### src/rtl/offnariscv_pkg.sv
// Shared types for the memory-port arbiter.
// Holds the read/write FSM state encodings and the requester count.
package offnariscv_pkg;

  localparam int NUM_MEM_REQ = 2;

  typedef enum logic [1:0] {
    RD_IDLE,
    RD_ADDR,
    RD_DATA
  } arb_rd_state_e;

  typedef enum logic [1:0] {
    WR_IDLE,
    WR_REQ,
    WR_RESP
  } arb_wr_state_e;

endpackage

### src/rtl/ace_if.sv
// ACE bus bundle: AR/R/AW/W/B plus snoop AC/CR/CD and RACK/WACK.
// Modport m is the bus master side, s is the slave side.
interface ace_if #(
  parameter int ADDR_W = 32,
  parameter int DATA_W = 32,
  parameter int ID_W   = 4
);
  logic              arvalid;
  logic              arready;
  logic [ADDR_W-1:0] araddr;
  logic [ID_W-1:0]   arid;
  logic [7:0]        arlen;
  logic [2:0]        arsize;

  logic              rvalid;
  logic              rready;
  logic [DATA_W-1:0] rdata;
  logic [3:0]        rresp;
  logic [ID_W-1:0]   rid;
  logic              rlast;

  logic              awvalid;
  logic              awready;
  logic [ADDR_W-1:0] awaddr;
  logic [ID_W-1:0]   awid;
  logic [7:0]        awlen;
  logic [2:0]        awsize;

  logic                wvalid;
  logic                wready;
  logic [DATA_W-1:0]   wdata;
  logic [DATA_W/8-1:0] wstrb;
  logic                wlast;

  logic            bvalid;
  logic            bready;
  logic [1:0]      bresp;
  logic [ID_W-1:0] bid;

  logic              acvalid;
  logic              acready;
  logic [ADDR_W-1:0] acaddr;
  logic [3:0]        acsnoop;

  logic       crvalid;
  logic       crready;
  logic [4:0] crresp;

  logic              cdvalid;
  logic              cdready;
  logic [DATA_W-1:0] cddata;
  logic              cdlast;

  logic rack;
  logic wack;

  modport m (
    output arvalid, araddr, arid, arlen, arsize,
    input  arready,
    input  rvalid, rdata, rresp, rid, rlast,
    output rready,
    output awvalid, awaddr, awid, awlen, awsize,
    input  awready,
    output wvalid, wdata, wstrb, wlast,
    input  wready,
    input  bvalid, bresp, bid,
    output bready,
    input  acvalid, acaddr, acsnoop,
    output acready,
    output crvalid, crresp,
    input  crready,
    output cdvalid, cddata, cdlast,
    input  cdready,
    output rack, wack
  );

  modport s (
    input  arvalid, araddr, arid, arlen, arsize,
    output arready,
    output rvalid, rdata, rresp, rid, rlast,
    input  rready,
    input  awvalid, awaddr, awid, awlen, awsize,
    output awready,
    input  wvalid, wdata, wstrb, wlast,
    output wready,
    output bvalid, bresp, bid,
    input  bready,
    output acvalid, acaddr, acsnoop,
    input  acready,
    input  crvalid, crresp,
    output crready,
    input  cdvalid, cddata, cdlast,
    output cdready,
    input  rack, wack
  );

endinterface

### src/rtl/rr_arbiter2.sv
// Two-way arbiter with a last-granted pointer for tie breaking.
// Ports: req, update (commit gnt_idx), rr_enable -> gnt_idx, any_req.
module rr_arbiter2
  import offnariscv_pkg::*;
(
  input  logic                   clk,
  input  logic                   rst,
  input  logic [NUM_MEM_REQ-1:0] req,
  input  logic                   update,
  input  logic                   rr_enable,
  output logic                   gnt_idx,
  output logic                   any_req
);

  logic ptr_q;

  always_ff @(posedge clk) begin
    if (rst) begin
      ptr_q <= 1'b0;
    end else if (update) begin
      ptr_q <= gnt_idx;
    end
  end

  // On a tie the requester that did not win last time goes next;
  // with rr disabled the LSU (index 1) always wins.
  always_comb begin
    gnt_idx = req[1];
    if (&req) begin
      gnt_idx = rr_enable ? ~ptr_q : 1'b1;
    end
  end

  assign any_req = |req;

endmodule

### src/rtl/mem_port_arbiter.sv
// Shares one ACE port between ifu (0) and lsu (1); rd/wr arbitrated apart.
// Ports: clk, rst, ifu/lsu (s), mem (m), rd/wr_grant, rd/wr_busy.
module mem_port_arbiter
  import offnariscv_pkg::*;
#(
  parameter bit RR_ENABLE = 1'b1
) (
  input  logic clk,
  input  logic rst,
  ace_if.s     ifu_ace_if,
  ace_if.s     lsu_ace_if,
  ace_if.m     mem_ace_if,
  output logic rd_grant,
  output logic wr_grant,
  output logic rd_busy,
  output logic wr_busy
);

  arb_rd_state_e rd_q, rd_d;
  arb_wr_state_e wr_q, wr_d;
  logic rd_gnt_q, rd_gnt_d;
  logic wr_gnt_q, wr_gnt_d;
  logic aw_done_q, aw_done_d;
  logic w_done_q, w_done_d;
  logic rd_upd, wr_upd;
  logic rd_idx, rd_any;
  logic wr_idx, wr_any;

  // The pointer is only looked at in idle, so committing it together
  // with the registered grant behaves the same as at completion.
  rr_arbiter2 u_rd_arb (
    .clk      (clk),
    .rst      (rst),
    .req      ({lsu_ace_if.arvalid, ifu_ace_if.arvalid}),
    .update   (rd_upd),
    .rr_enable(RR_ENABLE),
    .gnt_idx  (rd_idx),
    .any_req  (rd_any)
  );

  rr_arbiter2 u_wr_arb (
    .clk      (clk),
    .rst      (rst),
    .req      ({lsu_ace_if.awvalid, ifu_ace_if.awvalid}),
    .update   (wr_upd),
    .rr_enable(RR_ENABLE),
    .gnt_idx  (wr_idx),
    .any_req  (wr_any)
  );

  always_ff @(posedge clk) begin
    if (rst) begin
      rd_q      <= RD_IDLE;
      wr_q      <= WR_IDLE;
      rd_gnt_q  <= 1'b0;
      wr_gnt_q  <= 1'b0;
      aw_done_q <= 1'b0;
      w_done_q  <= 1'b0;
    end else begin
      rd_q      <= rd_d;
      wr_q      <= wr_d;
      rd_gnt_q  <= rd_gnt_d;
      wr_gnt_q  <= wr_gnt_d;
      aw_done_q <= aw_done_d;
      w_done_q  <= w_done_d;
    end
  end

  // Read path
  logic rd_ar_en, rd_r_en;
  logic sel_rready, mem_rready;

  assign rd_ar_en   = (rd_q == RD_ADDR);
  assign rd_r_en    = (rd_q == RD_DATA);
  assign sel_rready = rd_gnt_q ? lsu_ace_if.rready
                               : ifu_ace_if.rready;
  assign mem_rready = rd_r_en & sel_rready;

  always_comb begin
    rd_d     = rd_q;
    rd_gnt_d = rd_gnt_q;
    rd_upd   = 1'b0;
    unique case (rd_q)
      RD_IDLE: begin
        if (rd_any) begin
          rd_d     = RD_ADDR;
          rd_gnt_d = rd_idx;
          rd_upd   = 1'b1;
        end
      end
      RD_ADDR: begin
        if (mem_ace_if.arready) rd_d = RD_DATA;
      end
      RD_DATA: begin
        if (mem_ace_if.rvalid & mem_rready & mem_ace_if.rlast)
          rd_d = RD_IDLE;
      end
      default: rd_d = RD_IDLE;
    endcase
  end

  assign mem_ace_if.arvalid = rd_ar_en;
  assign mem_ace_if.araddr  = rd_gnt_q ? lsu_ace_if.araddr
                                       : ifu_ace_if.araddr;
  assign mem_ace_if.arid    = rd_gnt_q ? lsu_ace_if.arid
                                       : ifu_ace_if.arid;
  assign mem_ace_if.arlen   = rd_gnt_q ? lsu_ace_if.arlen
                                       : ifu_ace_if.arlen;
  assign mem_ace_if.arsize  = rd_gnt_q ? lsu_ace_if.arsize
                                       : ifu_ace_if.arsize;
  assign mem_ace_if.rready  = mem_rready;

  assign ifu_ace_if.arready = rd_ar_en & ~rd_gnt_q & mem_ace_if.arready;
  assign lsu_ace_if.arready = rd_ar_en &  rd_gnt_q & mem_ace_if.arready;
  assign ifu_ace_if.rvalid  = rd_r_en & ~rd_gnt_q & mem_ace_if.rvalid;
  assign lsu_ace_if.rvalid  = rd_r_en &  rd_gnt_q & mem_ace_if.rvalid;

  assign ifu_ace_if.rdata = mem_ace_if.rdata;
  assign ifu_ace_if.rresp = mem_ace_if.rresp;
  assign ifu_ace_if.rid   = mem_ace_if.rid;
  assign ifu_ace_if.rlast = mem_ace_if.rlast;
  assign lsu_ace_if.rdata = mem_ace_if.rdata;
  assign lsu_ace_if.rresp = mem_ace_if.rresp;
  assign lsu_ace_if.rid   = mem_ace_if.rid;
  assign lsu_ace_if.rlast = mem_ace_if.rlast;

  // Write path: AW and W complete independently inside WR_REQ
  logic wr_aw_en, wr_w_en, wr_b_en;
  logic sel_wvalid, sel_wlast, sel_bready;
  logic mem_wvalid, mem_bready;
  logic aw_hs, w_last_hs;

  assign wr_aw_en   = (wr_q == WR_REQ) & ~aw_done_q;
  assign wr_w_en    = (wr_q == WR_REQ) & ~w_done_q;
  assign wr_b_en    = (wr_q == WR_RESP);
  assign sel_wvalid = wr_gnt_q ? lsu_ace_if.wvalid
                               : ifu_ace_if.wvalid;
  assign sel_wlast  = wr_gnt_q ? lsu_ace_if.wlast
                               : ifu_ace_if.wlast;
  assign sel_bready = wr_gnt_q ? lsu_ace_if.bready
                               : ifu_ace_if.bready;
  assign mem_wvalid = wr_w_en & sel_wvalid;
  assign mem_bready = wr_b_en & sel_bready;
  assign aw_hs      = wr_aw_en & mem_ace_if.awready;
  assign w_last_hs  = mem_wvalid & mem_ace_if.wready & sel_wlast;

  always_comb begin
    wr_d      = wr_q;
    wr_gnt_d  = wr_gnt_q;
    wr_upd    = 1'b0;
    aw_done_d = aw_done_q;
    w_done_d  = w_done_q;
    unique case (wr_q)
      WR_IDLE: begin
        aw_done_d = 1'b0;
        w_done_d  = 1'b0;
        if (wr_any) begin
          wr_d     = WR_REQ;
          wr_gnt_d = wr_idx;
          wr_upd   = 1'b1;
        end
      end
      WR_REQ: begin
        aw_done_d = aw_done_q | aw_hs;
        w_done_d  = w_done_q | w_last_hs;
        if (aw_done_d & w_done_d) begin
          wr_d      = WR_RESP;
          aw_done_d = 1'b0;
          w_done_d  = 1'b0;
        end
      end
      WR_RESP: begin
        if (mem_ace_if.bvalid & mem_bready) wr_d = WR_IDLE;
      end
      default: wr_d = WR_IDLE;
    endcase
  end

  assign mem_ace_if.awvalid = wr_aw_en;
  assign mem_ace_if.awaddr  = wr_gnt_q ? lsu_ace_if.awaddr
                                       : ifu_ace_if.awaddr;
  assign mem_ace_if.awid    = wr_gnt_q ? lsu_ace_if.awid
                                       : ifu_ace_if.awid;
  assign mem_ace_if.awlen   = wr_gnt_q ? lsu_ace_if.awlen
                                       : ifu_ace_if.awlen;
  assign mem_ace_if.awsize  = wr_gnt_q ? lsu_ace_if.awsize
                                       : ifu_ace_if.awsize;
  assign mem_ace_if.wvalid  = mem_wvalid;
  assign mem_ace_if.wdata   = wr_gnt_q ? lsu_ace_if.wdata
                                       : ifu_ace_if.wdata;
  assign mem_ace_if.wstrb   = wr_gnt_q ? lsu_ace_if.wstrb
                                       : ifu_ace_if.wstrb;
  assign mem_ace_if.wlast   = sel_wlast;
  assign mem_ace_if.bready  = mem_bready;

  assign ifu_ace_if.awready = wr_aw_en & ~wr_gnt_q & mem_ace_if.awready;
  assign lsu_ace_if.awready = wr_aw_en &  wr_gnt_q & mem_ace_if.awready;
  assign ifu_ace_if.wready  = wr_w_en & ~wr_gnt_q & mem_ace_if.wready;
  assign lsu_ace_if.wready  = wr_w_en &  wr_gnt_q & mem_ace_if.wready;
  assign ifu_ace_if.bvalid  = wr_b_en & ~wr_gnt_q & mem_ace_if.bvalid;
  assign lsu_ace_if.bvalid  = wr_b_en &  wr_gnt_q & mem_ace_if.bvalid;

  assign ifu_ace_if.bresp = mem_ace_if.bresp;
  assign ifu_ace_if.bid   = mem_ace_if.bid;
  assign lsu_ace_if.bresp = mem_ace_if.bresp;
  assign lsu_ace_if.bid   = mem_ace_if.bid;

  // Snoop channels are not supported: everything tied off
  assign ifu_ace_if.acvalid = 1'b0;
  assign ifu_ace_if.acaddr  = '0;
  assign ifu_ace_if.acsnoop = '0;
  assign ifu_ace_if.crready = 1'b0;
  assign ifu_ace_if.cdready = 1'b0;
  assign lsu_ace_if.acvalid = 1'b0;
  assign lsu_ace_if.acaddr  = '0;
  assign lsu_ace_if.acsnoop = '0;
  assign lsu_ace_if.crready = 1'b0;
  assign lsu_ace_if.cdready = 1'b0;

  assign mem_ace_if.acready = 1'b0;
  assign mem_ace_if.crvalid = 1'b0;
  assign mem_ace_if.crresp  = '0;
  assign mem_ace_if.cdvalid = 1'b0;
  assign mem_ace_if.cddata  = '0;
  assign mem_ace_if.cdlast  = 1'b0;
  assign mem_ace_if.rack    = 1'b0;
  assign mem_ace_if.wack    = 1'b0;

  logic unused_snoop;
  assign unused_snoop = ^{
    mem_ace_if.acvalid, mem_ace_if.acaddr, mem_ace_if.acsnoop,
    mem_ace_if.crready, mem_ace_if.cdready,
    ifu_ace_if.crvalid, ifu_ace_if.crresp, ifu_ace_if.cdvalid,
    ifu_ace_if.cddata, ifu_ace_if.cdlast,
    ifu_ace_if.rack, ifu_ace_if.wack,
    lsu_ace_if.crvalid, lsu_ace_if.crresp, lsu_ace_if.cdvalid,
    lsu_ace_if.cddata, lsu_ace_if.cdlast,
    lsu_ace_if.rack, lsu_ace_if.wack
  };

  assign rd_grant = rd_gnt_q;
  assign wr_grant = wr_gnt_q;
  assign rd_busy  = (rd_q != RD_IDLE);
  assign wr_busy  = (wr_q != WR_IDLE);

endmodule

### src/flat_wrapper.sv
// flat-port wrapper written by rule: the top's interface ports become plain ports
module mem_port_arbiter_flat import offnariscv_pkg::*;
#(
  parameter bit RR_ENABLE = 1'b1
)
  (clk, rst, rd_grant, wr_grant, rd_busy, wr_busy, ifu_ace_if_arvalid, ifu_ace_if_araddr, ifu_ace_if_arid, ifu_ace_if_arlen, ifu_ace_if_arsize, ifu_ace_if_arready, ifu_ace_if_rvalid, ifu_ace_if_rdata, ifu_ace_if_rresp, ifu_ace_if_rid, ifu_ace_if_rlast, ifu_ace_if_rready, ifu_ace_if_awvalid, ifu_ace_if_awaddr, ifu_ace_if_awid, ifu_ace_if_awlen, ifu_ace_if_awsize, ifu_ace_if_awready, ifu_ace_if_wvalid, ifu_ace_if_wdata, ifu_ace_if_wstrb, ifu_ace_if_wlast, ifu_ace_if_wready, ifu_ace_if_bvalid, ifu_ace_if_bresp, ifu_ace_if_bid, ifu_ace_if_bready, ifu_ace_if_acvalid, ifu_ace_if_acaddr, ifu_ace_if_acsnoop, ifu_ace_if_acready, ifu_ace_if_crvalid, ifu_ace_if_crresp, ifu_ace_if_crready, ifu_ace_if_cdvalid, ifu_ace_if_cddata, ifu_ace_if_cdlast, ifu_ace_if_cdready, ifu_ace_if_rack, ifu_ace_if_wack, lsu_ace_if_arvalid, lsu_ace_if_araddr, lsu_ace_if_arid, lsu_ace_if_arlen, lsu_ace_if_arsize, lsu_ace_if_arready, lsu_ace_if_rvalid, lsu_ace_if_rdata, lsu_ace_if_rresp, lsu_ace_if_rid, lsu_ace_if_rlast, lsu_ace_if_rready, lsu_ace_if_awvalid, lsu_ace_if_awaddr, lsu_ace_if_awid, lsu_ace_if_awlen, lsu_ace_if_awsize, lsu_ace_if_awready, lsu_ace_if_wvalid, lsu_ace_if_wdata, lsu_ace_if_wstrb, lsu_ace_if_wlast, lsu_ace_if_wready, lsu_ace_if_bvalid, lsu_ace_if_bresp, lsu_ace_if_bid, lsu_ace_if_bready, lsu_ace_if_acvalid, lsu_ace_if_acaddr, lsu_ace_if_acsnoop, lsu_ace_if_acready, lsu_ace_if_crvalid, lsu_ace_if_crresp, lsu_ace_if_crready, lsu_ace_if_cdvalid, lsu_ace_if_cddata, lsu_ace_if_cdlast, lsu_ace_if_cdready, lsu_ace_if_rack, lsu_ace_if_wack, mem_ace_if_arvalid, mem_ace_if_araddr, mem_ace_if_arid, mem_ace_if_arlen, mem_ace_if_arsize, mem_ace_if_arready, mem_ace_if_rvalid, mem_ace_if_rdata, mem_ace_if_rresp, mem_ace_if_rid, mem_ace_if_rlast, mem_ace_if_rready, mem_ace_if_awvalid, mem_ace_if_awaddr, mem_ace_if_awid, mem_ace_if_awlen, mem_ace_if_awsize, mem_ace_if_awready, mem_ace_if_wvalid, mem_ace_if_wdata, mem_ace_if_wstrb, mem_ace_if_wlast, mem_ace_if_wready, mem_ace_if_bvalid, mem_ace_if_bresp, mem_ace_if_bid, mem_ace_if_bready, mem_ace_if_acvalid, mem_ace_if_acaddr, mem_ace_if_acsnoop, mem_ace_if_acready, mem_ace_if_crvalid, mem_ace_if_crresp, mem_ace_if_crready, mem_ace_if_cdvalid, mem_ace_if_cddata, mem_ace_if_cdlast, mem_ace_if_cdready, mem_ace_if_rack, mem_ace_if_wack);
  ace_if ifu_ace_if_i ();
  ace_if lsu_ace_if_i ();
  ace_if mem_ace_if_i ();
  input  logic clk;
  input  logic rst;
  output logic rd_grant;
  output logic wr_grant;
  output logic rd_busy;
  output logic wr_busy;
  input wire logic [$bits(ifu_ace_if_i.arvalid)-1:0] ifu_ace_if_arvalid;
  input wire logic [$bits(ifu_ace_if_i.araddr)-1:0] ifu_ace_if_araddr;
  input wire logic [$bits(ifu_ace_if_i.arid)-1:0] ifu_ace_if_arid;
  input wire logic [$bits(ifu_ace_if_i.arlen)-1:0] ifu_ace_if_arlen;
  input wire logic [$bits(ifu_ace_if_i.arsize)-1:0] ifu_ace_if_arsize;
  output wire logic [$bits(ifu_ace_if_i.arready)-1:0] ifu_ace_if_arready;
  output wire logic [$bits(ifu_ace_if_i.rvalid)-1:0] ifu_ace_if_rvalid;
  output wire logic [$bits(ifu_ace_if_i.rdata)-1:0] ifu_ace_if_rdata;
  output wire logic [$bits(ifu_ace_if_i.rresp)-1:0] ifu_ace_if_rresp;
  output wire logic [$bits(ifu_ace_if_i.rid)-1:0] ifu_ace_if_rid;
  output wire logic [$bits(ifu_ace_if_i.rlast)-1:0] ifu_ace_if_rlast;
  input wire logic [$bits(ifu_ace_if_i.rready)-1:0] ifu_ace_if_rready;
  input wire logic [$bits(ifu_ace_if_i.awvalid)-1:0] ifu_ace_if_awvalid;
  input wire logic [$bits(ifu_ace_if_i.awaddr)-1:0] ifu_ace_if_awaddr;
  input wire logic [$bits(ifu_ace_if_i.awid)-1:0] ifu_ace_if_awid;
  input wire logic [$bits(ifu_ace_if_i.awlen)-1:0] ifu_ace_if_awlen;
  input wire logic [$bits(ifu_ace_if_i.awsize)-1:0] ifu_ace_if_awsize;
  output wire logic [$bits(ifu_ace_if_i.awready)-1:0] ifu_ace_if_awready;
  input wire logic [$bits(ifu_ace_if_i.wvalid)-1:0] ifu_ace_if_wvalid;
  input wire logic [$bits(ifu_ace_if_i.wdata)-1:0] ifu_ace_if_wdata;
  input wire logic [$bits(ifu_ace_if_i.wstrb)-1:0] ifu_ace_if_wstrb;
  input wire logic [$bits(ifu_ace_if_i.wlast)-1:0] ifu_ace_if_wlast;
  output wire logic [$bits(ifu_ace_if_i.wready)-1:0] ifu_ace_if_wready;
  output wire logic [$bits(ifu_ace_if_i.bvalid)-1:0] ifu_ace_if_bvalid;
  output wire logic [$bits(ifu_ace_if_i.bresp)-1:0] ifu_ace_if_bresp;
  output wire logic [$bits(ifu_ace_if_i.bid)-1:0] ifu_ace_if_bid;
  input wire logic [$bits(ifu_ace_if_i.bready)-1:0] ifu_ace_if_bready;
  output wire logic [$bits(ifu_ace_if_i.acvalid)-1:0] ifu_ace_if_acvalid;
  output wire logic [$bits(ifu_ace_if_i.acaddr)-1:0] ifu_ace_if_acaddr;
  output wire logic [$bits(ifu_ace_if_i.acsnoop)-1:0] ifu_ace_if_acsnoop;
  input wire logic [$bits(ifu_ace_if_i.acready)-1:0] ifu_ace_if_acready;
  input wire logic [$bits(ifu_ace_if_i.crvalid)-1:0] ifu_ace_if_crvalid;
  input wire logic [$bits(ifu_ace_if_i.crresp)-1:0] ifu_ace_if_crresp;
  output wire logic [$bits(ifu_ace_if_i.crready)-1:0] ifu_ace_if_crready;
  input wire logic [$bits(ifu_ace_if_i.cdvalid)-1:0] ifu_ace_if_cdvalid;
  input wire logic [$bits(ifu_ace_if_i.cddata)-1:0] ifu_ace_if_cddata;
  input wire logic [$bits(ifu_ace_if_i.cdlast)-1:0] ifu_ace_if_cdlast;
  output wire logic [$bits(ifu_ace_if_i.cdready)-1:0] ifu_ace_if_cdready;
  input wire logic [$bits(ifu_ace_if_i.rack)-1:0] ifu_ace_if_rack;
  input wire logic [$bits(ifu_ace_if_i.wack)-1:0] ifu_ace_if_wack;
  input wire logic [$bits(lsu_ace_if_i.arvalid)-1:0] lsu_ace_if_arvalid;
  input wire logic [$bits(lsu_ace_if_i.araddr)-1:0] lsu_ace_if_araddr;
  input wire logic [$bits(lsu_ace_if_i.arid)-1:0] lsu_ace_if_arid;
  input wire logic [$bits(lsu_ace_if_i.arlen)-1:0] lsu_ace_if_arlen;
  input wire logic [$bits(lsu_ace_if_i.arsize)-1:0] lsu_ace_if_arsize;
  output wire logic [$bits(lsu_ace_if_i.arready)-1:0] lsu_ace_if_arready;
  output wire logic [$bits(lsu_ace_if_i.rvalid)-1:0] lsu_ace_if_rvalid;
  output wire logic [$bits(lsu_ace_if_i.rdata)-1:0] lsu_ace_if_rdata;
  output wire logic [$bits(lsu_ace_if_i.rresp)-1:0] lsu_ace_if_rresp;
  output wire logic [$bits(lsu_ace_if_i.rid)-1:0] lsu_ace_if_rid;
  output wire logic [$bits(lsu_ace_if_i.rlast)-1:0] lsu_ace_if_rlast;
  input wire logic [$bits(lsu_ace_if_i.rready)-1:0] lsu_ace_if_rready;
  input wire logic [$bits(lsu_ace_if_i.awvalid)-1:0] lsu_ace_if_awvalid;
  input wire logic [$bits(lsu_ace_if_i.awaddr)-1:0] lsu_ace_if_awaddr;
  input wire logic [$bits(lsu_ace_if_i.awid)-1:0] lsu_ace_if_awid;
  input wire logic [$bits(lsu_ace_if_i.awlen)-1:0] lsu_ace_if_awlen;
  input wire logic [$bits(lsu_ace_if_i.awsize)-1:0] lsu_ace_if_awsize;
  output wire logic [$bits(lsu_ace_if_i.awready)-1:0] lsu_ace_if_awready;
  input wire logic [$bits(lsu_ace_if_i.wvalid)-1:0] lsu_ace_if_wvalid;
  input wire logic [$bits(lsu_ace_if_i.wdata)-1:0] lsu_ace_if_wdata;
  input wire logic [$bits(lsu_ace_if_i.wstrb)-1:0] lsu_ace_if_wstrb;
  input wire logic [$bits(lsu_ace_if_i.wlast)-1:0] lsu_ace_if_wlast;
  output wire logic [$bits(lsu_ace_if_i.wready)-1:0] lsu_ace_if_wready;
  output wire logic [$bits(lsu_ace_if_i.bvalid)-1:0] lsu_ace_if_bvalid;
  output wire logic [$bits(lsu_ace_if_i.bresp)-1:0] lsu_ace_if_bresp;
  output wire logic [$bits(lsu_ace_if_i.bid)-1:0] lsu_ace_if_bid;
  input wire logic [$bits(lsu_ace_if_i.bready)-1:0] lsu_ace_if_bready;
  output wire logic [$bits(lsu_ace_if_i.acvalid)-1:0] lsu_ace_if_acvalid;
  output wire logic [$bits(lsu_ace_if_i.acaddr)-1:0] lsu_ace_if_acaddr;
  output wire logic [$bits(lsu_ace_if_i.acsnoop)-1:0] lsu_ace_if_acsnoop;
  input wire logic [$bits(lsu_ace_if_i.acready)-1:0] lsu_ace_if_acready;
  input wire logic [$bits(lsu_ace_if_i.crvalid)-1:0] lsu_ace_if_crvalid;
  input wire logic [$bits(lsu_ace_if_i.crresp)-1:0] lsu_ace_if_crresp;
  output wire logic [$bits(lsu_ace_if_i.crready)-1:0] lsu_ace_if_crready;
  input wire logic [$bits(lsu_ace_if_i.cdvalid)-1:0] lsu_ace_if_cdvalid;
  input wire logic [$bits(lsu_ace_if_i.cddata)-1:0] lsu_ace_if_cddata;
  input wire logic [$bits(lsu_ace_if_i.cdlast)-1:0] lsu_ace_if_cdlast;
  output wire logic [$bits(lsu_ace_if_i.cdready)-1:0] lsu_ace_if_cdready;
  input wire logic [$bits(lsu_ace_if_i.rack)-1:0] lsu_ace_if_rack;
  input wire logic [$bits(lsu_ace_if_i.wack)-1:0] lsu_ace_if_wack;
  output wire logic [$bits(mem_ace_if_i.arvalid)-1:0] mem_ace_if_arvalid;
  output wire logic [$bits(mem_ace_if_i.araddr)-1:0] mem_ace_if_araddr;
  output wire logic [$bits(mem_ace_if_i.arid)-1:0] mem_ace_if_arid;
  output wire logic [$bits(mem_ace_if_i.arlen)-1:0] mem_ace_if_arlen;
  output wire logic [$bits(mem_ace_if_i.arsize)-1:0] mem_ace_if_arsize;
  input wire logic [$bits(mem_ace_if_i.arready)-1:0] mem_ace_if_arready;
  input wire logic [$bits(mem_ace_if_i.rvalid)-1:0] mem_ace_if_rvalid;
  input wire logic [$bits(mem_ace_if_i.rdata)-1:0] mem_ace_if_rdata;
  input wire logic [$bits(mem_ace_if_i.rresp)-1:0] mem_ace_if_rresp;
  input wire logic [$bits(mem_ace_if_i.rid)-1:0] mem_ace_if_rid;
  input wire logic [$bits(mem_ace_if_i.rlast)-1:0] mem_ace_if_rlast;
  output wire logic [$bits(mem_ace_if_i.rready)-1:0] mem_ace_if_rready;
  output wire logic [$bits(mem_ace_if_i.awvalid)-1:0] mem_ace_if_awvalid;
  output wire logic [$bits(mem_ace_if_i.awaddr)-1:0] mem_ace_if_awaddr;
  output wire logic [$bits(mem_ace_if_i.awid)-1:0] mem_ace_if_awid;
  output wire logic [$bits(mem_ace_if_i.awlen)-1:0] mem_ace_if_awlen;
  output wire logic [$bits(mem_ace_if_i.awsize)-1:0] mem_ace_if_awsize;
  input wire logic [$bits(mem_ace_if_i.awready)-1:0] mem_ace_if_awready;
  output wire logic [$bits(mem_ace_if_i.wvalid)-1:0] mem_ace_if_wvalid;
  output wire logic [$bits(mem_ace_if_i.wdata)-1:0] mem_ace_if_wdata;
  output wire logic [$bits(mem_ace_if_i.wstrb)-1:0] mem_ace_if_wstrb;
  output wire logic [$bits(mem_ace_if_i.wlast)-1:0] mem_ace_if_wlast;
  input wire logic [$bits(mem_ace_if_i.wready)-1:0] mem_ace_if_wready;
  input wire logic [$bits(mem_ace_if_i.bvalid)-1:0] mem_ace_if_bvalid;
  input wire logic [$bits(mem_ace_if_i.bresp)-1:0] mem_ace_if_bresp;
  input wire logic [$bits(mem_ace_if_i.bid)-1:0] mem_ace_if_bid;
  output wire logic [$bits(mem_ace_if_i.bready)-1:0] mem_ace_if_bready;
  input wire logic [$bits(mem_ace_if_i.acvalid)-1:0] mem_ace_if_acvalid;
  input wire logic [$bits(mem_ace_if_i.acaddr)-1:0] mem_ace_if_acaddr;
  input wire logic [$bits(mem_ace_if_i.acsnoop)-1:0] mem_ace_if_acsnoop;
  output wire logic [$bits(mem_ace_if_i.acready)-1:0] mem_ace_if_acready;
  output wire logic [$bits(mem_ace_if_i.crvalid)-1:0] mem_ace_if_crvalid;
  output wire logic [$bits(mem_ace_if_i.crresp)-1:0] mem_ace_if_crresp;
  input wire logic [$bits(mem_ace_if_i.crready)-1:0] mem_ace_if_crready;
  output wire logic [$bits(mem_ace_if_i.cdvalid)-1:0] mem_ace_if_cdvalid;
  output wire logic [$bits(mem_ace_if_i.cddata)-1:0] mem_ace_if_cddata;
  output wire logic [$bits(mem_ace_if_i.cdlast)-1:0] mem_ace_if_cdlast;
  input wire logic [$bits(mem_ace_if_i.cdready)-1:0] mem_ace_if_cdready;
  output wire logic [$bits(mem_ace_if_i.rack)-1:0] mem_ace_if_rack;
  output wire logic [$bits(mem_ace_if_i.wack)-1:0] mem_ace_if_wack;
  assign ifu_ace_if_i.arvalid = ifu_ace_if_arvalid;
  assign ifu_ace_if_i.araddr = ifu_ace_if_araddr;
  assign ifu_ace_if_i.arid = ifu_ace_if_arid;
  assign ifu_ace_if_i.arlen = ifu_ace_if_arlen;
  assign ifu_ace_if_i.arsize = ifu_ace_if_arsize;
  assign ifu_ace_if_arready = ifu_ace_if_i.arready;
  assign ifu_ace_if_rvalid = ifu_ace_if_i.rvalid;
  assign ifu_ace_if_rdata = ifu_ace_if_i.rdata;
  assign ifu_ace_if_rresp = ifu_ace_if_i.rresp;
  assign ifu_ace_if_rid = ifu_ace_if_i.rid;
  assign ifu_ace_if_rlast = ifu_ace_if_i.rlast;
  assign ifu_ace_if_i.rready = ifu_ace_if_rready;
  assign ifu_ace_if_i.awvalid = ifu_ace_if_awvalid;
  assign ifu_ace_if_i.awaddr = ifu_ace_if_awaddr;
  assign ifu_ace_if_i.awid = ifu_ace_if_awid;
  assign ifu_ace_if_i.awlen = ifu_ace_if_awlen;
  assign ifu_ace_if_i.awsize = ifu_ace_if_awsize;
  assign ifu_ace_if_awready = ifu_ace_if_i.awready;
  assign ifu_ace_if_i.wvalid = ifu_ace_if_wvalid;
  assign ifu_ace_if_i.wdata = ifu_ace_if_wdata;
  assign ifu_ace_if_i.wstrb = ifu_ace_if_wstrb;
  assign ifu_ace_if_i.wlast = ifu_ace_if_wlast;
  assign ifu_ace_if_wready = ifu_ace_if_i.wready;
  assign ifu_ace_if_bvalid = ifu_ace_if_i.bvalid;
  assign ifu_ace_if_bresp = ifu_ace_if_i.bresp;
  assign ifu_ace_if_bid = ifu_ace_if_i.bid;
  assign ifu_ace_if_i.bready = ifu_ace_if_bready;
  assign ifu_ace_if_acvalid = ifu_ace_if_i.acvalid;
  assign ifu_ace_if_acaddr = ifu_ace_if_i.acaddr;
  assign ifu_ace_if_acsnoop = ifu_ace_if_i.acsnoop;
  assign ifu_ace_if_i.acready = ifu_ace_if_acready;
  assign ifu_ace_if_i.crvalid = ifu_ace_if_crvalid;
  assign ifu_ace_if_i.crresp = ifu_ace_if_crresp;
  assign ifu_ace_if_crready = ifu_ace_if_i.crready;
  assign ifu_ace_if_i.cdvalid = ifu_ace_if_cdvalid;
  assign ifu_ace_if_i.cddata = ifu_ace_if_cddata;
  assign ifu_ace_if_i.cdlast = ifu_ace_if_cdlast;
  assign ifu_ace_if_cdready = ifu_ace_if_i.cdready;
  assign ifu_ace_if_i.rack = ifu_ace_if_rack;
  assign ifu_ace_if_i.wack = ifu_ace_if_wack;
  assign lsu_ace_if_i.arvalid = lsu_ace_if_arvalid;
  assign lsu_ace_if_i.araddr = lsu_ace_if_araddr;
  assign lsu_ace_if_i.arid = lsu_ace_if_arid;
  assign lsu_ace_if_i.arlen = lsu_ace_if_arlen;
  assign lsu_ace_if_i.arsize = lsu_ace_if_arsize;
  assign lsu_ace_if_arready = lsu_ace_if_i.arready;
  assign lsu_ace_if_rvalid = lsu_ace_if_i.rvalid;
  assign lsu_ace_if_rdata = lsu_ace_if_i.rdata;
  assign lsu_ace_if_rresp = lsu_ace_if_i.rresp;
  assign lsu_ace_if_rid = lsu_ace_if_i.rid;
  assign lsu_ace_if_rlast = lsu_ace_if_i.rlast;
  assign lsu_ace_if_i.rready = lsu_ace_if_rready;
  assign lsu_ace_if_i.awvalid = lsu_ace_if_awvalid;
  assign lsu_ace_if_i.awaddr = lsu_ace_if_awaddr;
  assign lsu_ace_if_i.awid = lsu_ace_if_awid;
  assign lsu_ace_if_i.awlen = lsu_ace_if_awlen;
  assign lsu_ace_if_i.awsize = lsu_ace_if_awsize;
  assign lsu_ace_if_awready = lsu_ace_if_i.awready;
  assign lsu_ace_if_i.wvalid = lsu_ace_if_wvalid;
  assign lsu_ace_if_i.wdata = lsu_ace_if_wdata;
  assign lsu_ace_if_i.wstrb = lsu_ace_if_wstrb;
  assign lsu_ace_if_i.wlast = lsu_ace_if_wlast;
  assign lsu_ace_if_wready = lsu_ace_if_i.wready;
  assign lsu_ace_if_bvalid = lsu_ace_if_i.bvalid;
  assign lsu_ace_if_bresp = lsu_ace_if_i.bresp;
  assign lsu_ace_if_bid = lsu_ace_if_i.bid;
  assign lsu_ace_if_i.bready = lsu_ace_if_bready;
  assign lsu_ace_if_acvalid = lsu_ace_if_i.acvalid;
  assign lsu_ace_if_acaddr = lsu_ace_if_i.acaddr;
  assign lsu_ace_if_acsnoop = lsu_ace_if_i.acsnoop;
  assign lsu_ace_if_i.acready = lsu_ace_if_acready;
  assign lsu_ace_if_i.crvalid = lsu_ace_if_crvalid;
  assign lsu_ace_if_i.crresp = lsu_ace_if_crresp;
  assign lsu_ace_if_crready = lsu_ace_if_i.crready;
  assign lsu_ace_if_i.cdvalid = lsu_ace_if_cdvalid;
  assign lsu_ace_if_i.cddata = lsu_ace_if_cddata;
  assign lsu_ace_if_i.cdlast = lsu_ace_if_cdlast;
  assign lsu_ace_if_cdready = lsu_ace_if_i.cdready;
  assign lsu_ace_if_i.rack = lsu_ace_if_rack;
  assign lsu_ace_if_i.wack = lsu_ace_if_wack;
  assign mem_ace_if_arvalid = mem_ace_if_i.arvalid;
  assign mem_ace_if_araddr = mem_ace_if_i.araddr;
  assign mem_ace_if_arid = mem_ace_if_i.arid;
  assign mem_ace_if_arlen = mem_ace_if_i.arlen;
  assign mem_ace_if_arsize = mem_ace_if_i.arsize;
  assign mem_ace_if_i.arready = mem_ace_if_arready;
  assign mem_ace_if_i.rvalid = mem_ace_if_rvalid;
  assign mem_ace_if_i.rdata = mem_ace_if_rdata;
  assign mem_ace_if_i.rresp = mem_ace_if_rresp;
  assign mem_ace_if_i.rid = mem_ace_if_rid;
  assign mem_ace_if_i.rlast = mem_ace_if_rlast;
  assign mem_ace_if_rready = mem_ace_if_i.rready;
  assign mem_ace_if_awvalid = mem_ace_if_i.awvalid;
  assign mem_ace_if_awaddr = mem_ace_if_i.awaddr;
  assign mem_ace_if_awid = mem_ace_if_i.awid;
  assign mem_ace_if_awlen = mem_ace_if_i.awlen;
  assign mem_ace_if_awsize = mem_ace_if_i.awsize;
  assign mem_ace_if_i.awready = mem_ace_if_awready;
  assign mem_ace_if_wvalid = mem_ace_if_i.wvalid;
  assign mem_ace_if_wdata = mem_ace_if_i.wdata;
  assign mem_ace_if_wstrb = mem_ace_if_i.wstrb;
  assign mem_ace_if_wlast = mem_ace_if_i.wlast;
  assign mem_ace_if_i.wready = mem_ace_if_wready;
  assign mem_ace_if_i.bvalid = mem_ace_if_bvalid;
  assign mem_ace_if_i.bresp = mem_ace_if_bresp;
  assign mem_ace_if_i.bid = mem_ace_if_bid;
  assign mem_ace_if_bready = mem_ace_if_i.bready;
  assign mem_ace_if_i.acvalid = mem_ace_if_acvalid;
  assign mem_ace_if_i.acaddr = mem_ace_if_acaddr;
  assign mem_ace_if_i.acsnoop = mem_ace_if_acsnoop;
  assign mem_ace_if_acready = mem_ace_if_i.acready;
  assign mem_ace_if_crvalid = mem_ace_if_i.crvalid;
  assign mem_ace_if_crresp = mem_ace_if_i.crresp;
  assign mem_ace_if_i.crready = mem_ace_if_crready;
  assign mem_ace_if_cdvalid = mem_ace_if_i.cdvalid;
  assign mem_ace_if_cddata = mem_ace_if_i.cddata;
  assign mem_ace_if_cdlast = mem_ace_if_i.cdlast;
  assign mem_ace_if_i.cdready = mem_ace_if_cdready;
  assign mem_ace_if_rack = mem_ace_if_i.rack;
  assign mem_ace_if_wack = mem_ace_if_i.wack;
  mem_port_arbiter #(.RR_ENABLE(RR_ENABLE)) u_core (.clk(clk), .rst(rst), .ifu_ace_if(ifu_ace_if_i), .lsu_ace_if(lsu_ace_if_i), .mem_ace_if(mem_ace_if_i), .rd_grant(rd_grant), .wr_grant(wr_grant), .rd_busy(rd_busy), .wr_busy(wr_busy));
endmodule
### config.mk
export PLATFORM = sky130hd
export DESIGN_NAME = mem_port_arbiter_flat
export DESIGN_NICKNAME = d
export VERILOG_FILES = /design/src/rtl/offnariscv_pkg.sv /design/src/rtl/ace_if.sv /design/src/rtl/rr_arbiter2.sv /design/src/rtl/mem_port_arbiter.sv /design/src/flat_wrapper.sv
export SDC_FILE = /design/constraint.sdc
export NUM_CORES = 1
export LEC_CHECK = 0
export ABC_CLOCK_PERIOD_IN_PS = 2000
export CAP_MARGIN = 20
export CORE_AREA = 2 2 318 320
export DETAILED_ROUTE_END_ITERATION = 12
export DIE_AREA = 0 0 320 322
export PLACE_DENSITY = 0.35
export SLEW_MARGIN = 0
export SYNTH_ARGS = -nofsm -noshare
export SYNTH_HDL_FRONTEND = slang
export SYNTH_SLANG_ARGS = --single-unit
### constraint.sdc
create_clock -name clk -period 2 [get_ports clk]
set_clock_uncertainty 0.05 [all_clocks]
set_input_delay 0.4 -clock clk [delete_from_list [all_inputs] [get_ports clk]]
set_output_delay 0.4 -clock clk [all_outputs]
set_load 0.02 [all_outputs]
After elaboration in Yosys (flattened, before gate mapping)
Index checks and enable logic that the tools add are counted.
{"block": "totals", "ff_bits": 10, "in_bits": 451, "out_inout_bits": 365, "wordCells": 103}
{"block": "classes", "eq_ne": 10, "n_mux": 32, "bitwise": 40, "n_reduce_logical": 13}
{"cell": "two-way mux 32 bit", "count": 3}
{"cell": "bitwise AND 1 bit", "count": 32}
{"cell": "two-way mux 8 bit", "count": 2}
{"cell": "two-way mux 1 bit", "count": 12}
{"cell": "two-way mux 2 bit", "count": 6}
{"cell": "two-way mux 4 bit", "count": 3}
{"cell": "one-hot mux 2 bit (3 select lines)", "count": 2}
{"cell": "inequality test 2 bit (second input constant)", "count": 5}
{"cell": "AND reduction 2 bit", "count": 4}
{"cell": "two-way mux 3 bit", "count": 2}
{"cell": "inverter 1 bit", "count": 6}
{"cell": "AND reduction 3 bit", "count": 2}
{"cell": "nonzero test 2 bit", "count": 3}
{"cell": "== test 2 x 1 -> 1 bit (second input constant)", "count": 2}
{"cell": "== test 2 bit (second input constant)", "count": 2}
{"cell": "logical NOT 2 bit", "count": 2}
{"cell": "one-hot mux 1 bit (2 select lines)", "count": 2}
{"cell": "OR reduction 2 bit", "count": 2}
{"cell": "inequality test 2 x 1 -> 1 bit (second input constant)", "count": 1}
{"cell": "OR 1 bit", "count": 2}

Depth between registers and ports, before layout
Gate-level depths: netlist of the first run.
{"block": "logic_depth", "word_depth": 9, "mapped_depth": 5, "mapped_depth_nobuf": 3}

By module
Synthesis of the first run repeated with hierarchy kept, for this count alone.
{"block": "unflattened", "hier_cells": 450, "area_unflattened_um2": 3882.5}
{"mod": "mem_port_arbiter", "n_inst": 1, "cells_each": 436, "area_per_inst_um2": 3754.9, "seq_area_each_um2": 160.2}
{"mod": "rr_arbiter2", "n_inst": 2, "cells_each": 7, "area_per_inst_um2": 63.8, "seq_area_each_um2": 20.0}

Least setup slack after synthesis of the first run
Ideal clock, no wire load.
{"block": "synth_timing", "path_kind": "register to output", "startpoint": "register u_core.wr_q[0]", "endpoint": "output ifu_ace_if_awready", "t_arrival_ns": 1.487, "t_required_ns": 1.550, "path_slack_ns": 0.063, "path_stages_with_launch": 4, "n_path_buf": 0, "cell_sequence": "dfxtp_1 -> nor3b_1 -> nand2_1 -> nor2_1"}
{"block": "synth_via", "elab_chain_len": 4}
{"element": "from (decl)", "line": "mem_port_arbiter.sv:20", "source": "arb_wr_state_e wr_q, wr_d;"}
{"element": "from (signal assigned)", "line": "mem_port_arbiter.sv:61", "source": "wr_q <= wr_d;"}
{"element": "== test 2 x 1 -> 1 bit", "line": "mem_port_arbiter.sv:133", "source": "assign wr_aw_en = (wr_q == WR_REQ) & ~aw_done_q;"}
{"element": "bitwise AND 1 bit", "line": "mem_port_arbiter.sv:133"}
{"element": "net mem_ace_if_awvalid", "line": "flat_wrapper.sv:108", "source": "output wire logic [$bits(mem_ace_if_i.awvalid)-1:0] mem_ace_if_awvalid;"}
{"element": "bitwise AND 1 bit (2 in series)", "line": "mem_port_arbiter.sv:196", "source": "assign ifu_ace_if.awready = wr_aw_en & ~wr_gnt_q & mem_ace_if.awready;"}
{"element": "to (decl)", "line": "flat_wrapper.sv:33", "source": "output wire logic [$bits(ifu_ace_if_i.awready)-1:0] ifu_ace_if_awready;"}
The timed path passes the listed nets, and every way through them passes these cells.

Worst setup path after layout of the first run
{"block": "layout_timing", "startpoint": "register u_core.rd_gnt_q (netlist: u_core.rd_grant)", "endpoint": "output mem_ace_if_araddr[31]"}
{"block": "layout_via", "elab_chain_len": 1}
{"element": "from (decl)", "line": "mem_port_arbiter.sv:21", "source": "logic rd_gnt_q, rd_gnt_d;"}
{"element": "from (signal assigned)", "line": "mem_port_arbiter.sv:62", "source": "rd_gnt_q <= rd_gnt_d;"}
{"element": "two-way mux 32 bit", "line": "mem_port_arbiter.sv:103", "source": "assign mem_ace_if.araddr = rd_gnt_q ? lsu_ace_if.araddr"}
{"element": "to (decl)", "line": "flat_wrapper.sv:97", "source": "output wire logic [$bits(mem_ace_if_i.araddr)-1:0] mem_ace_if_araddr;"}
No other way between the ends.

==> results.py, run 1 <==
metrics = {
    "clock_network": {
        "numCtsBuffers": 3,
        "cts_buffer_depth": 2,
        "root_buffer": "clkbuf_16",
        "clk_pin_slew_ps": 90,
        "clock_sinks": 8,
        "clkLatencyLatePin_ps": 290,
        "cts_tree": "yes",
        "ctsHtreeMaxLevel": 1,
        "ctsHoldBuffers": 0,
    },
    "setup_path": {
        "critPathRequiredTime_ps": 1550,
        "crit_path_cell_trace": "buf_12 > buf_16 > buf_6 > mux2_4 > buf_6",
        "crit_family": "buffers and inverters",
        "crit_arrival_ps": 1600,
        "rr_worst_depth": 5,
        "path_buf_inv": 4,
        "slowest_stage": "dfxtp_4",
        "cp-end-kind": "output pin",
        "critical_path_cell_count": 5,
        "crit_top_cell": "buf_6",
        "startpoint_type": "flip-flop",
        "cp_max_fo": 6,
        "worstSetupPathType": "flip-flop to output pin",
        "critPathMaxStageDelay_ps": 490,
    },
    "logic_synthesis": {
        "ys_top_cells_by_count": "buf_4, mux2_2, buf_2",
        "synth_cells": 433,
        "yosysTopAreaCell": "buf_4",
        "yosysSeqAreaShare_pct": 4.24,
        "ys_ff_latch": 8,
        "synth.distinct_cells": 30,
        "post-synth-top-count-cell": "buf_4",
        "synth.top_cell.area_share_pct": 42.7,
        "mappedNetlistArea_um2": 3780,
        "yosysWarnings": 0,
        "ys_top_cells_by_area": "buf_4, mux2_2, dfxtp_1",
        "async_flop_share_pct": 0,
        "avgSynthCellArea_um2": 8.73,
        "synth_flop_cell": "dfxtp_1",
        "synth-edff-count": 0,
    },
    "grt": {
        "grt_pass1_wl_mm": 43.7,
        "grt_pass1_vias": 4342,
        "antenna_found_initial": 5,
        "grt_max_degree": 28,
        "grt.overflow.total": 0,
        "grt_usage_pct": 6.68,
    },
    "status": {
        "status": "finished, violations left",
        "violations": "negative setup slack",
    },
    "finish": {
        "area_growth_pct": 167,
        "drive_gt1_share_pct": 44.0,
        "final_util_pct": 10.2,
        "finalNonFillerCells": 2116,
        "final_area_um2": 10100,
        "nNetsFinal": 1268,
    },
    "timing": {
        "min_period_ps": 2050,
        "setup_tns_ps": -167,
        "fmax_mhz": 489,
        "hold_viol": 0,
        "min_period_over_period_pct": 102,
        "whs_ps": 440,
        "slew_violations": 0,
        "rsz0062_at_grt": "yes",
        "fin_ws_ps": -45.3,
        "setup_viol": 7,
    },
    "route": {
        "initialDrtViolationCount": 86,
        "drc_errors": 0,
        "antenna_left": 0,
        "routed-via-count": 4242,
        "wl_per_cell_um": 18.0,
        "first_pass_iters": 4,
        "viasPerCell": 2.00,
        "totalWireLength_mm": 38.1,
    },
    "place": {
        "place.gp.congestion": 0.682,
        "dpl_cell_area_um2": 8900,
        "dp_hpwl_mm": 33.0,
        "port_buffers": 431,
        "place_inst": 2069,
    },
    "floorplanning": {
        "coreArea_um2": 99600,
        "pin_count": 816,
        "die_w_um": 320,
        "die_area_um2": 103000,
        "die_h_um": 322,
        "initial_core_util_pct": 3.80,
        "rows": 116,
    },
    "power": {
        "power_density_nw_per_um2": 389,
        "ir_drop_v": 0.000264,
        "leakagePower_nw": 4.01,
    },
    "flow_run": {
        "cap_violations": 0,
    },
    "min_path": {
        "hold_depth": 1,
        "hp-class": "flip-flop to flip-flop",
    },
}
-- state kept, by name (all words and copies together) (netlist names) --
signal and count:
u_core.rd_q 2, u_core.w_done_q 1, u_core.aw_done_q 1, u_core.wr_q 2, u_core.rd_grant 1, u_core.wr_grant 1
-- logic make-up after synthesis --
group	Yosys count	share of synthesized area (%)
multiplexers	134	39.8
AO/OA/AOI/OAI	16	3.41
other	1	0.0992
buffers and inverters	237	46.8
AND/OR/NAND/NOR	37	5.63
flip-flops	8	4.24
-- per-stage QoR --
step / power, mW / setup slack [ps]
after detailed placement: 3.04 / -211
after global placement: 3.04 / -198
after floorplan: 1.71 / 63.0
after global routing: 4.22 / -108
after CTS: 3.73 / -164
final: 3.93 / -45.3
-- path summary, 6_finish.rpt --
check,to,slack (ps),from
max,mem_ace_if_araddr[31],-50,u_core.rd_grant
min,u_core.rd_q[0],440,u_core.rd_q[1]
max reg2reg,u_core.wr_q[0],470,u_core.wr_grant
min reg2reg,u_core.rd_q[0],440,u_core.rd_q[1]
-- worst register-to-register path: stages, from the launching register on --
cell and delay (ps):
dfxtp_4 400, buf_4 130, buf_4 170, nand4b_1 160, a21oi_1 130, a2111oi_2 380
-- layer usage --
layer	wire (um)	global-route usage, %	up-vias
li1	-	-	1902
met1	14700	7.51	1884
met2	15200	9.44	387
met3	6960	5.51	69
met4	1150	1.79	0
met5	0	0	-
-- layout make-up --
type,instances,area (um2)
diodes,2,5.00
clock buffers,4,78.8
fillers,11518,89500
inverters,3,11.3
multi-input cells,308,2700
flip-flops and latches,8,173
well taps,1298,1620
repair buffers,493,5510
-- where the power goes --
group          internal, mW  leakage [nW]  total [mW]  switching [mW]
combinational          1.74          3.91        3.25            1.52
sequential            0.170        0.0680       0.199          0.0285
clock                 0.274        0.0382       0.476           0.202
-- cell usage in the layout, fill, tap and decap left out, types with 2 or more instances in the layout --
| master | Yosys | final |
|---|---|---|
| buf_8 | 0 | 7 |
| clkbuf_2 | 1 | 10 |
| buf_6 | 8 | 64 |
| o21ai_0 | 2 | 2 |
| dlygate4sd2_1 | 0 | 4 |
| dfxtp_4 | 0 | 3 |
| buf_2 | 9 | 23 |
| a311oi_1 | 2 | 2 |
| diode_2 | 0 | 2 |
| mux2_4 | 0 | 93 |
| clkdlybuf4s50_1 | 0 | 280 |
| a2111oi_2 | 2 | 2 |
| mux2_2 | 131 | 38 |
| a21oi_1 | 6 | 6 |
| nor2b_1 | 6 | 5 |
| nand2_1 | 6 | 5 |
| buf_12 | 0 | 55 |
| dfxtp_1 | 8 | 4 |
| nor3_1 | 4 | 4 |
| clkbuf_16 | 0 | 10 |
| mux2i_1 | 3 | 2 |
| inv_1 | 3 | 3 |
| conb_1 | 1 | 121 |
| and3_4 | 0 | 2 |
| buf_16 | 0 | 4 |
| and3_1 | 5 | 3 |
| nand2b_1 | 2 | 2 |
| buf_4 | 215 | 38 |
| nor2_1 | 8 | 6 |
-- what timing repair did --
item,CTS,global route
setup endpoints to repair,134,107
setup buffers,16,15
gates cloned,4,9
pin swaps,1,3
gates resized for setup,291,180
No activity file was read; power rests on OpenSTA's default activity.
==> run 2: changes to the inputs <==
Settings changed: CELL_PAD_IN_SITES_DETAIL_PLACEMENT set to 1, CELL_PAD_IN_SITES_GLOBAL_PLACEMENT set to 1, CORE_AREA 2 2 318 320 to 2 2 319 321, CTS_CLUSTER_SIZE set to 40, DIE_AREA 0 0 320 322 to 0 0 321 323, PLACE_DENSITY 0.35 to 0.47.
==> run 2 against run 1 <==
  * The flow still finishes with violations (negative setup slack)
  * Critical endpoint is now mem_ace_if_wdata[3]
  * Combinational power fell by 8.3%
  * Fmax fell by 2.6%
  * Non-clock buffer count rose by 4
  * Via count barely moved
==> results.py, run 2 (same netlist as run 1, synthesis figures left out) <==
metrics = {
    "grt": {
        "grt_max_degree": 17,
        "grt.overflow.total": 0,
        "grt_pass1_vias": 4365,
        "grt_pass1_wl_mm": 40.1,
        "antenna_found_initial": 3,
        "grt_usage_pct": 5.93,
    },
    "clock_network": {
        "numCtsBuffers": 3,
        "cts_buffer_depth": 2,
        "ctsHoldBuffers": 0,
        "root_buffer": "clkbuf_16",
        "clk_pin_slew_ps": 80,
        "clock_sinks": 8,
        "ctsHtreeMaxLevel": 1,
        "cts_tree": "yes",
        "clkLatencyLatePin_ps": 280,
    },
    "setup_path": {
        "slowest_stage": "dfxtp_4",
        "r2r-start": "u_core.wr_grant",
        "crit_arrival_ps": 1650,
        "cp_max_fo": 5,
        "crit_family": "buffers and inverters",
        "path_buf_inv": 5,
        "critical_path_cell_count": 6,
        "critPathRequiredTime_ps": 1550,
        "cp-end-kind": "output pin",
        "startpoint_type": "flip-flop",
        "rr_endpoint": "u_core.wr_q[0]",
        "critPathMaxStageDelay_ps": 360,
        "rr_worst_depth": 6,
        "rrSetupSlack_ps": 390,
        "crit_path_cell_trace": "buf_12 > buf_16 > buf_8 > buf_6 > mux2_4 > buf_12",
        "worstSetupPathType": "flip-flop to output pin",
        "crit_top_cell": "buf_12",
        "worstSetupStartpoint": "u_core.wr_grant",
        "crit_path_end": "mem_ace_if_wdata[3]",
    },
    "floorplanning": {
        "die_h_um": 323,
        "coreArea_um2": 101000,
        "pin_count": 816,
        "initial_core_util_pct": 3.75,
        "die_w_um": 321,
        "rows": 117,
        "die_area_um2": 104000,
    },
    "timing": {
        "fmax_mhz": 476,
        "min_period_over_period_pct": 105,
        "setup_tns_ps": -2910,
        "hold_viol": 0,
        "min_period_ps": 2100,
        "rsz0062_at_grt": "yes",
        "fin_ws_ps": -101,
        "slew_violations": 0,
        "setup_viol": 65,
    },
    "place": {
        "place.gp.congestion": 0.666,
        "dpl_cell_area_um2": 8730,
        "port_buffers": 431,
        "place_inst": 2085,
        "dp_hpwl_mm": 28.8,
    },
    "finish": {
        "mostFrequentLayoutCell": "clkdlybuf4s50_1",
        "fillers": 11956,
        "final_cell_mix": "clkdlybuf4s50_1, conb_1, buf_6",
        "final_area_um2": 9740,
        "top_regs": "u_core.rd_q x2, u_core.wr_q x2",
        "final_util_pct": 9.67,
        "finalNonFillerCells": 2132,
        "drive_gt1_share_pct": 43.0,
        "area_growth_pct": 158,
        "nNetsFinal": 1272,
    },
    "route": {
        "drc_errors": 0,
        "initialDrtViolationCount": 91,
        "totalWireLength_mm": 33.3,
        "viasPerCell": 1.99,
        "first_pass_iters": 4,
        "routed-via-count": 4241,
        "antenna_left": 0,
        "wl_per_cell_um": 15.6,
    },
    "status": {
        "status": "finished, violations left",
        "violations": "negative setup slack",
    },
    "flow_run": {
        "cap_violations": 0,
    },
    "power": {
        "power_density_nw_per_um2": 373,
        "p_seq_share_pct": 5.1,
        "p_clk_share_pct": 12.8,
        "p_switching_mw": 1.60,
        "ir_drop_v": 0.000201,
        "switching_share_pct": 44.0,
        "p_comb_share_pct": 82.1,
        "internal_power_mw": 2.04,
        "leakagePower_nw": 3.82,
        "total_power_mw": 3.64,
    },
    "min_path": {
        "hp-class": "flip-flop to flip-flop",
        "hp-start": "u_core.rd_q[1]",
        "hold_depth": 1,
    },
}
==> run 2: cell types whose count changed in the layout (fill, tap and decap cells not counted), sizes merged <==
| cell | previous run | this run |
|---|---|---|
| buf | 191 | 188 |
| clkbuf | 21 | 9 |
| clkdlybuf4s15 | 0 | 11 |
| diode | 2 | 3 |
| dlygate4sd2 | 4 | 12 |
==> run 2: area by class of cell <==
type	instances	area [um2]	share of cell area [%]
Timing Repair Buffer	497	5250	53.9
Multi-Input combinational cell	308	2580	26.5
Tap cell	1309	1640	16.8
Sequential cell	8	169	1.73
Clock buffer	4	78.8	0.810
Inverter	3	11.3	0.116
Antenna cell	3	7.51	0.0771
==> run 2: power groups by stage <==
| stage | registers, mW | logic [mW] | clock network (mW) |
|---|---|---|---|
| floorplan | 0.188 | 1.53 | 0 |
| global placement | 0.194 | 2.61 | 0 |
| detailed placement | 0.196 | 2.62 | 0 |
| CTS | 0.185 | 2.93 | 0.508 |
| global route | 0.186 | 3.19 | 0.509 |
| finish | 0.185 | 2.98 | 0.467 |
==> run 2: repair_timing <==
item	CTS	global route
cloned	8	0
gates resized for setup	462	102
buffers inserted	20	18
pin swaps	0	0
setup endpoints to repair	146	96
hold endpoints to repair	0	0
==> run 2: worst min path at each step <==
stage / to / slack, ps
after global routing: u_core.rd_q[0] / 520
after detailed placement: u_core.rd_q[0] / 450
final: u_core.rd_q[0] / 490
after floorplan: u_core.rd_q[0] / 390
after global placement: u_core.rd_q[0] / 420
after CTS: u_core.rd_q[0] / 470
==> run 2: per-stage QoR <==
step | setup slack (ps) | hold slack [ps]
floorplan | 63.0 | 389
global placement | -359 | 419
detailed placement | -361 | 455
CTS | -199 | 466
global route | -145 | 516
finish | -101 | 486
==> run 2: routing by layer <==
| metal | track usage (%) | wire length [um] |
|---|---|---|
| met4 | 2.12 | 1200 |
| met2 | 8.38 | 13400 |
| met3 | 4.53 | 5840 |
| met1 | 6.72 | 12800 |
| met5 | 0 | 12 |
